==> config.mk <==
export PLATFORM = sky130hd
export DESIGN_NAME = fifo_wr_arbiter
export DESIGN_NICKNAME = d
export VERILOG_FILES = /design/src/rtl/fifo_arb_pkg.sv /design/src/rtl/rr_arbiter.sv /design/src/rtl/fifo_wr_arbiter.sv
export SDC_FILE = /design/constraint.sdc
export NUM_CORES = 1
export LEC_CHECK = 0
export CELL_PAD_IN_SITES_DETAIL_PLACEMENT = 0
export CELL_PAD_IN_SITES_GLOBAL_PLACEMENT = 1
export CORE_MARGIN = 3
export CORE_UTILIZATION = 29
export DETAILED_ROUTE_END_ITERATION = 10
export PLACE_DENSITY_LB_ADDON = 0.1
export SKIP_CTS_REPAIR_TIMING = 1
export SLEW_MARGIN = 20
export SYNTH_ARGS = -nofsm -noshare
export SYNTH_HDL_FRONTEND = slang
export SYNTH_HIERARCHICAL = 1
export SYNTH_SLANG_ARGS = --single-unit
==> constraint.sdc <==
create_clock -name CLK -period 1.4 [get_ports CLK]
set_input_delay 0.28 -clock CLK [delete_from_list [all_inputs] [get_ports CLK]]
set_output_delay 0.28 -clock CLK [all_outputs]
set_load 0.05 [all_outputs]
==> src/rtl/fifo_arb_pkg.sv <==
`default_nettype none
// ============================================================================
// Module      : fifo_arb_pkg
// Description : Shared types, default sizes and length clamp for the TX FIFO
//               write-port arbiter.
// Revision    : 1.0 - initial release
// ============================================================================
package fifo_arb_pkg;

  localparam int C_DATA_WIDTH = 8;
  localparam int C_NUM_REQ    = 2;
  localparam int C_MAX_BYTES  = 2;
  localparam int C_LEN_W      = 2;

  typedef enum logic [0:0] {
    ST_IDLE = 1'b0,
    ST_SEND = 1'b1
  } state_e;

  // Zero-length frames still carry one byte; oversize frames are truncated.
  function automatic int clamp_len(input int len, input int max_bytes);
    if (len == 0) return 1;
    if (len > max_bytes) return max_bytes;
    return len;
  endfunction

endpackage
`default_nettype wire

==> src/rtl/rr_arbiter.sv <==
`default_nettype none
// ============================================================================
// Module      : rr_arbiter
// Description : Combinational rotating-mask priority picker. Requesters at or
//               above i_ptr win first, otherwise the search wraps to index 0.
// Revision    : 1.0 - initial release
// ============================================================================
module rr_arbiter #(
  parameter int NUM_REQ = 2,
  parameter int IDX_W   = $clog2(NUM_REQ)
) (
  input  logic [NUM_REQ-1:0] i_req,
  input  logic [IDX_W-1:0]   i_ptr,
  output logic [NUM_REQ-1:0] o_gnt,
  output logic [IDX_W-1:0]   o_idx
);

  logic [NUM_REQ-1:0] w_mask;
  logic [NUM_REQ-1:0] w_hi;
  logic [NUM_REQ-1:0] w_pick;
  logic               w_found;

  always_comb begin
    w_mask = '0;
    for (int i = 0; i < NUM_REQ; i++) begin
      w_mask[i] = (i >= int'(i_ptr));
    end
    w_hi    = i_req & w_mask;
    w_pick  = (|w_hi) ? w_hi : i_req;
    o_gnt   = '0;
    o_idx   = '0;
    w_found = 1'b0;
    for (int i = 0; i < NUM_REQ; i++) begin
      if (w_pick[i] && !w_found) begin
        o_gnt[i] = 1'b1;
        o_idx    = IDX_W'(i);
        w_found  = 1'b1;
      end
    end
  end

endmodule
`default_nettype wire

==> src/rtl/fifo_wr_arbiter.sv <==
`default_nettype none
// ============================================================================
// Module      : fifo_wr_arbiter
// Description : Round-robin arbiter that serialises atomic multi-byte frames
//               from several requesters into one FIFO write port, LSB first.
// Revision    : 1.0 - initial release
// ============================================================================
module fifo_wr_arbiter
  import fifo_arb_pkg::*;
#(
  parameter int DATA_WIDTH = C_DATA_WIDTH,
  parameter int NUM_REQ    = C_NUM_REQ,
  parameter int MAX_BYTES  = C_MAX_BYTES,
  parameter int LEN_W      = C_LEN_W
) (
  input  logic                                  CLK,
  input  logic                                  RST,
  input  logic [NUM_REQ-1:0]                    REQ,
  input  logic [NUM_REQ*MAX_BYTES*DATA_WIDTH-1:0] REQ_DATA,
  input  logic [NUM_REQ*LEN_W-1:0]              REQ_LEN,
  input  logic                                  FULL,
  output logic [DATA_WIDTH-1:0]                 WR_DATA,
  output logic                                  W_INC,
  output logic [NUM_REQ-1:0]                    GNT,
  output logic [NUM_REQ-1:0]                    DONE,
  output logic                                  BUSY
);

  localparam int IDX_W   = $clog2(NUM_REQ);
  localparam int FRAME_W = MAX_BYTES * DATA_WIDTH;

  state_e               state_q, state_d;
  logic [IDX_W-1:0]     sel_q, sel_d;
  logic [IDX_W-1:0]     ptr_q, ptr_d;
  logic [FRAME_W-1:0]   frame_q, frame_d;
  logic [LEN_W-1:0]     len_q, len_d;
  logic [LEN_W-1:0]     cnt_q, cnt_d;
  logic [NUM_REQ-1:0]   gnt_q, gnt_d;
  logic [NUM_REQ-1:0]   done_q, done_d;

  logic [NUM_REQ-1:0]   w_arb_gnt;
  logic [IDX_W-1:0]     w_arb_idx;
  logic [DATA_WIDTH-1:0] w_byte;
  logic                 w_last;

  // ptr_q is the first index searched, i.e. one past the last winner.
  rr_arbiter #(
    .NUM_REQ (NUM_REQ),
    .IDX_W   (IDX_W)
  ) u_rr_arbiter (
    .i_req (REQ),
    .i_ptr (ptr_q),
    .o_gnt (w_arb_gnt),
    .o_idx (w_arb_idx)
  );

  always_comb begin
    w_byte = '0;
    for (int k = 0; k < MAX_BYTES; k++) begin
      if (int'(cnt_q) == k) w_byte = frame_q[k*DATA_WIDTH +: DATA_WIDTH];
    end
  end

  assign W_INC   = (state_q == ST_SEND) && !FULL;
  assign WR_DATA = (state_q == ST_SEND) ? w_byte : '0;
  assign w_last  = W_INC && (cnt_q == len_q - LEN_W'(1));
  assign GNT     = gnt_q;
  assign DONE    = done_q;
  assign BUSY    = (state_q != ST_IDLE);

  always_comb begin
    state_d = state_q;
    sel_d   = sel_q;
    ptr_d   = ptr_q;
    frame_d = frame_q;
    len_d   = len_q;
    cnt_d   = cnt_q;
    gnt_d   = '0;
    done_d  = '0;
    case (state_q)
      ST_IDLE: begin
        if (|REQ) begin
          state_d = ST_SEND;
          sel_d   = w_arb_idx;
          ptr_d   = IDX_W'((int'(w_arb_idx) + 1) % NUM_REQ);
          cnt_d   = '0;
          gnt_d   = w_arb_gnt;
          for (int i = 0; i < NUM_REQ; i++) begin
            if (int'(w_arb_idx) == i) begin
              frame_d = REQ_DATA[i*FRAME_W +: FRAME_W];
              len_d   = LEN_W'(clamp_len(int'(REQ_LEN[i*LEN_W +: LEN_W]), MAX_BYTES));
            end
          end
        end
      end
      ST_SEND: begin
        if (W_INC) begin
          cnt_d = cnt_q + LEN_W'(1);
          if (w_last) begin
            state_d = ST_IDLE;
            done_d  = NUM_REQ'(1) << sel_q;
          end
        end
      end
      default: state_d = ST_IDLE;
    endcase
  end

  always_ff @(posedge CLK) begin
    if (RST) begin
      state_q <= ST_IDLE;
      sel_q   <= '0;
      ptr_q   <= '0;
      frame_q <= '0;
      len_q   <= '0;
      cnt_q   <= '0;
      gnt_q   <= '0;
      done_q  <= '0;
    end else begin
      state_q <= state_d;
      sel_q   <= sel_d;
      ptr_q   <= ptr_d;
      frame_q <= frame_d;
      len_q   <= len_d;
      cnt_q   <= cnt_d;
      gnt_q   <= gnt_d;
      done_q  <= done_d;
    end
  end

endmodule
`default_nettype wire

# Word-level counts from Yosys, hierarchy flattened
# Index checks and enable logic that the tools add are counted.
[totals] regBits=27 in_bits=41
[op_classes] addsub=3 magnitude_cmp=3 eq_ne=4 n_shift=1 n_mux=41 bitwise_logic=5 n_reduce_logical=14
[op_table] op="1-bit 2-to-1 mux" count=25
[op_table] op="8-bit 2-to-1 mux" count=3
[op_table] op="2-bit 2-to-1 mux" count=10
[op_table] op="16-bit 2-to-1 mux" count=1
[op_table] op="2-bit zero test" count=3
[op_table] op="2-bit > comparator (second input constant)" count=2
[op_table] op="2-bit inequality test (second input constant)" count=2
[op_table] op="1-bit inverter" count=4
[op_table] op="2-bit one-hot mux with 2 select lines" count=1
[op_table] op="2-bit AND reduction" count=2
[op_table] op="2-bit OR reduction" count=2
[op_table] op="4-bit OR reduction" count=1
[op_table] op="1-bit logical AND" count=3
[op_table] op="3-bit OR reduction" count=1
[op_table] op="2-bit by 1-bit adder with 2-bit output (second input constant)" count=1
[op_table] op="2-bit AND" count=1
[op_table] op="2-bit equality test" count=1
[op_table] op="2-bit equality test (second input constant)" count=1
[op_table] op="1-bit zero test" count=2
[op_table] op="1-bit one-hot mux with 2 select lines" count=1
[op_table] op="1-bit by 1-bit << shifter with 2-bit output (first input constant)" count=1
[op_table] op="2-bit by 1-bit subtractor with 2-bit output (second input constant)" count=1
[op_table] op="1-bit adder (second input constant)" count=1
[op_table] op="1-bit >= comparator (first input constant)" count=1

# Depth between registers and ports, before layout
[logic_depth] depth_word=18 mapped_depth=6

# Hierarchy
# The synthesis kept the hierarchy.
[by_module_without_submodules] module="fifo_wr_arbiter" n_inst=1 cells_each=157 area_each_um2=1441.4 seq_area_each_um2=540.5
[by_module_without_submodules] module="rr_arbiter" n_inst=1 cells_each=4 area_each_um2=26.3 seq_area_each_um2=0.0

# Worst setup path before layout
# Ideal clock, no wire load.
[synth_path] path_kind="reg-to-output" start="register cnt_q[1]" end="output port WR_DATA[0]" t_arrival_ps=1412 required_ps=1120 slack_ps=-292 path_stages_with_launch=7 n_path_buf=1 cell_sequence="dfxtp_1 > inv_1 > ha_1 > clkbuf_1 > nand2_1 > o21ai_0 > and2_1"
[synth_between] elab_chain_cells=4
[synth_rtl] element="from (decl)" line_no="fifo_wr_arbiter.sv:37" rtl="logic [LEN_W-1:0] cnt_q, cnt_d;"
[synth_rtl] element="from (signal assigned)" line_no="fifo_wr_arbiter.sv:125" rtl="cnt_q <= cnt_d;"
[synth_rtl] element="2-bit zero test" line_no="fifo_wr_arbiter.sv:60" rtl="if (int'(cnt_q) == k) w_byte = frame_q[k*DATA_WIDTH +: DATA_WIDTH];"
[synth_rtl] element="8-bit 2-to-1 mux" line_no="fifo_wr_arbiter.sv:60"
[synth_rtl] element="8-bit 2-to-1 mux (*)" line_no="fifo_wr_arbiter.sv:60"
[synth_rtl] element="8-bit 2-to-1 mux (*)" line_no="fifo_wr_arbiter.sv:65" rtl="assign WR_DATA = (state_q == ST_SEND) ? w_byte : '0;"
[synth_rtl] element="to (decl)" line_no="fifo_wr_arbiter.sv:22" rtl="output logic [DATA_WIDTH-1:0] WR_DATA,"
# Every way passes the cells marked *; elsewhere a longest branch is shown, timed or not.

# Final worst setup path
[layout_path] start="register cnt_q[1]" end="output port WR_DATA[4]"
# Same word-level chain as after synthesis.

==> summary.txt <==
Critical path
  • CP Class: flop to output pin
  • CP Max Fanout: 16
  • Slowest CP cell: dfxtp_2
  • Critical path capture point type: output pin
  • Levels on crit path: 7
  • Req. time, crit path: 1.12 ns
  • Crit path launch type: flop
  • CP Cell Sequence: inv_2 -> buf_4 -> ha_4 -> nand2_1 -> o21ai_2 -> and2_4 -> buf_12
  • Worst EP arrival: 1.43 ns
  • Max incr delay on CP: 0.34 ns
  • Critical path buffers and inverters: 3
  • R2R Setup Slk: 0.08 ns
  • Worst R2R Path Depth: 5
  • Delay-heaviest family, CP: flip-flops

Logic synthesis
  • Yosys top cell area share: 36.83%
  • Yosys reg bits: 27
  • Syn. warnings: 6
  • Gate Count Post-Synth: 161
  • Synth unique cells: 31
  • Largest cells by area after synthesis: dfxtp_1 37%, mux2i_1 12%, a211oi_2 8.5%, nand2_1 5.6%, nor2_2 4.3%
  • Synthesized Nets: 204
  • Area leader, netlist: dfxtp_1
  • Synthesized area: 0.001468 mm2
  • Register area share after synthesis: 36.83%
  • Mean post-synth cell area: 9.116 um2

Clocking
  • Clock Sinks: 27
  • Clk pin slew, worst setup/hold paths: 0.10 ns
  • Root Buffer: clkbuf_8
  • Worst-Skew Late Latency: 0.28 ns
  • Number of buffers created by CTS: 3
  • CTS tree: yes
  • H-tree depth: 1
  • Longest Clk Path Bufs: 2

Floorplanning
  • Die area: 0.005951 mm2
  • Ports: 55
  • Core ar.: 0.004817 mm2
  • Site Rows: 25
  • Initial Utilization: 30.47%
  • Die width: 77.14 um
  • Die H: 77.14 um

Power
  • Sw frac: 32.87%
  • Switching pwr: 0.7689 mW
  • Leakage dissipation: 0.9533 nW
  • Comb power frac: 40.7%
  • Max VDD drop: 546.9 uV
  • P per Cell Area: 953.3 mW/mm2
  • Power share of the clock group: 19.7%
  • Power, Total: 2.339 mW
  • Sequential Power Share: 39.6%
  • P_int: 1.570 mW

Cells and area
  • Layout cells sized above 1: 36.77%
  • Ant. Diodes: 0
  • Nets: 267
  • Fin util: 50.94%
  • Fill cell count: 488
  • Area delta synth->final: 67.18%

Placement
  • Final RePlAce weighted congestion: 0.7309
  • Post-detail-place hpwl: 3.013 mm
  • IO buf count: 52

Timing
  • Crit share post-route: 122.3%
  • Slew margin rel.: 81.40%
  • Worst-margin pin slew: 0.2712 ns
  • Setup violators final: 8
  • Fin. Hold Viols: 0
  • Count of pins over their slew limit: 0
  • Final Skew: 0.01197 ns
  • Fmax: 0.5840 GHz
  • Unrepaired setup endpoints after global routing: yes
  • Worst Setup Slack, final: -0.3124 ns
  • Minimum clock period: 1.712 ns

Drt
  • Routed vias: 1314
  • Antenna-violating nets left: 0
  • Drc violations: 0
  • Drt pass-1 iters: 4
  • Avg WL per Cell: 12.96 um
  • Iter 0 DRT Violations: 48
  • Via/cell ratio: 4.531
  • Routed WL: 3.758 mm

Outcome
  • Failing checks: negative setup slack
  • Outcome: finished, violations left

Global route
  • GR Util All Layers: 12.82%
  • First-pass GRT wire length: 6.299 mm
  • Largest net degree at the start of global routing: 22
  • Initial antenna violation count: 0
  • Overflow after GRT: 0
  • Number of global-route vias before repair: 1379

Min path
  • Min-Delay Path Depth: 4
  • Worst Hold Class: input port to flop

Flow run
  • # Max-Cap Violations: 0
==> cell usage in the layout (no fill, tap or decap), types with 3 or more instances in the layout <==
| cell | count |
|---|---|
| nor2_1 | 10 |
| and2_4 | 8 |
| dfxtp_1 | 24 |
| mux2i_1 | 14 |
| clkdlybuf4s50_1 | 36 |
| buf_12 | 16 |
| a211oi_1 | 7 |
| nor2_2 | 10 |
| nand2_1 | 22 |
| a21oi_1 | 4 |
| a211oi_2 | 10 |
| clkbuf_8 | 3 |
| dfxtp_2 | 3 |
| o21ai_1 | 7 |
| inv_1 | 4 |
| buf_4 | 15 |
==> final cells by class <==
| class | count | area, um2 | area share, % |
|---|---|---|---|
| Clock buffer | 3 | 41.29 | 1.683 |
| Clock inverter | 1 | 7.507 | 0.3060 |
| Inverter | 6 | 22.52 | 0.9179 |
| Multi-Input combinational cell | 115 | 905.9 | 36.92 |
| Sequential cell | 27 | 544.3 | 22.18 |
| Tap cell | 67 | 83.83 | 3.417 |
| Timing Repair Buffer | 71 | 848.3 | 34.57 |
==> synth_stat cells (all sizes together) <==
master,n
a211oi,17
a21boi,2
a21oi,4
and2,8
and4bb,2
buf,10
clkbuf,3
dfxtp,27
ha,2
inv,6
mux2i,18
nand2,22
nand2b,2
nand3,2
nor2,20
nor2b,1
nor3,1
nor3b,2
o21ai,8
o21ba,1
o21bai,1
o2bb2ai,1
xnor2,1
==> final timing paths <==
kind	from	endpoint
setup / recovery	cnt_q[1]$_SDFFE_PP0P_	WR_DATA[4]
hold / removal	REQ[0]	GNT[0]$_SDFF_PP0_
setup reg to reg	ptr_q$_SDFFE_PP0P_	frame_q[7]$_SDFFE_PP0P_
hold reg to reg	sel_q$_SDFFE_PP0P_	DONE[0]$_SDFF_PP0_
==> stage by stage <==
step | hold WS [ns] | setup slack (ns) | area (um2) | TNS, ns | std cells
2_1_floorplan | 0.4163 | 0.002733 | 1523 | 0 | 161
3_3_place_gp | 0.4311 | -0.2742 | 2305 | -5.853 | 284
3_5_place_dp | 0.4529 | -0.3612 | 2305 | -7.091 | 284
4_1_cts | 0.4655 | -0.4740 | 2354 | -3.740 | 288
5_1_grt | 0.4381 | -0.4060 | 2454 | -3.163 | 290
6_report | 0.4184 | -0.3124 | 2454 | -2.476 | 290
==> worst register-to-register path, cell delays in order (launching register included) <==
cell and delay (ns):
dfxtp_1 0.38, inv_1 0.08, a21boi_4 0.22, buf_8 0.19, mux2i_2 0.25, a211oi_2 0.09
==> sequential cells by signal, summed over array words and instances, names as in the netlist <==
name	flops
GNT	2
frame_q	16
cnt_q	2
DONE	2
len_q	2
ptr_q	1
sel_q	1
BUSY	1
==> power by group through the flow <==
| stage | registers (mW) | clock network, mW | logic [mW] |
|---|---|---|---|
| 3_5_place_dp | 0.946 | 0 | 0.905 |
| 4_1_cts | 0.928 | 0.486 | 0.907 |
| 6_report | 0.927 | 0.461 | 0.952 |
| 3_3_place_gp | 0.943 | 0 | 0.886 |
| 2_1_floorplan | 0.949 | 0 | 0.526 |
| 5_1_grt | 0.940 | 0.511 | 1.02 |
==> logic make-up (layout without fill, tap and decap cells) <==
kind of cell / Yosys count / in the layout / share of synthesized area (%)
compound gates: 34 / 34 / 19.44
xor+xnor: 1 / 1 / 0.5969
fa+ha+maj: 2 / 2 / 1.705
buf+inv: 19 / 81 / 8.268
flops: 27 / 27 / 36.83
mux: 18 / 18 / 12.28
simple gates: 60 / 60 / 20.89
==> routing by layer <==
metal / vias up / GRT usage, % / part of all wire, %
met1: 606 / 15.16 / 44
met3: 2 / 3.521 / 5.4
met2: 32 / 22.45 / 50
met4: 0 / 3.737 / 0.51
met5: - / 0 / 0
li1: 674 / - / -
(Power assumes the default switching activity.)
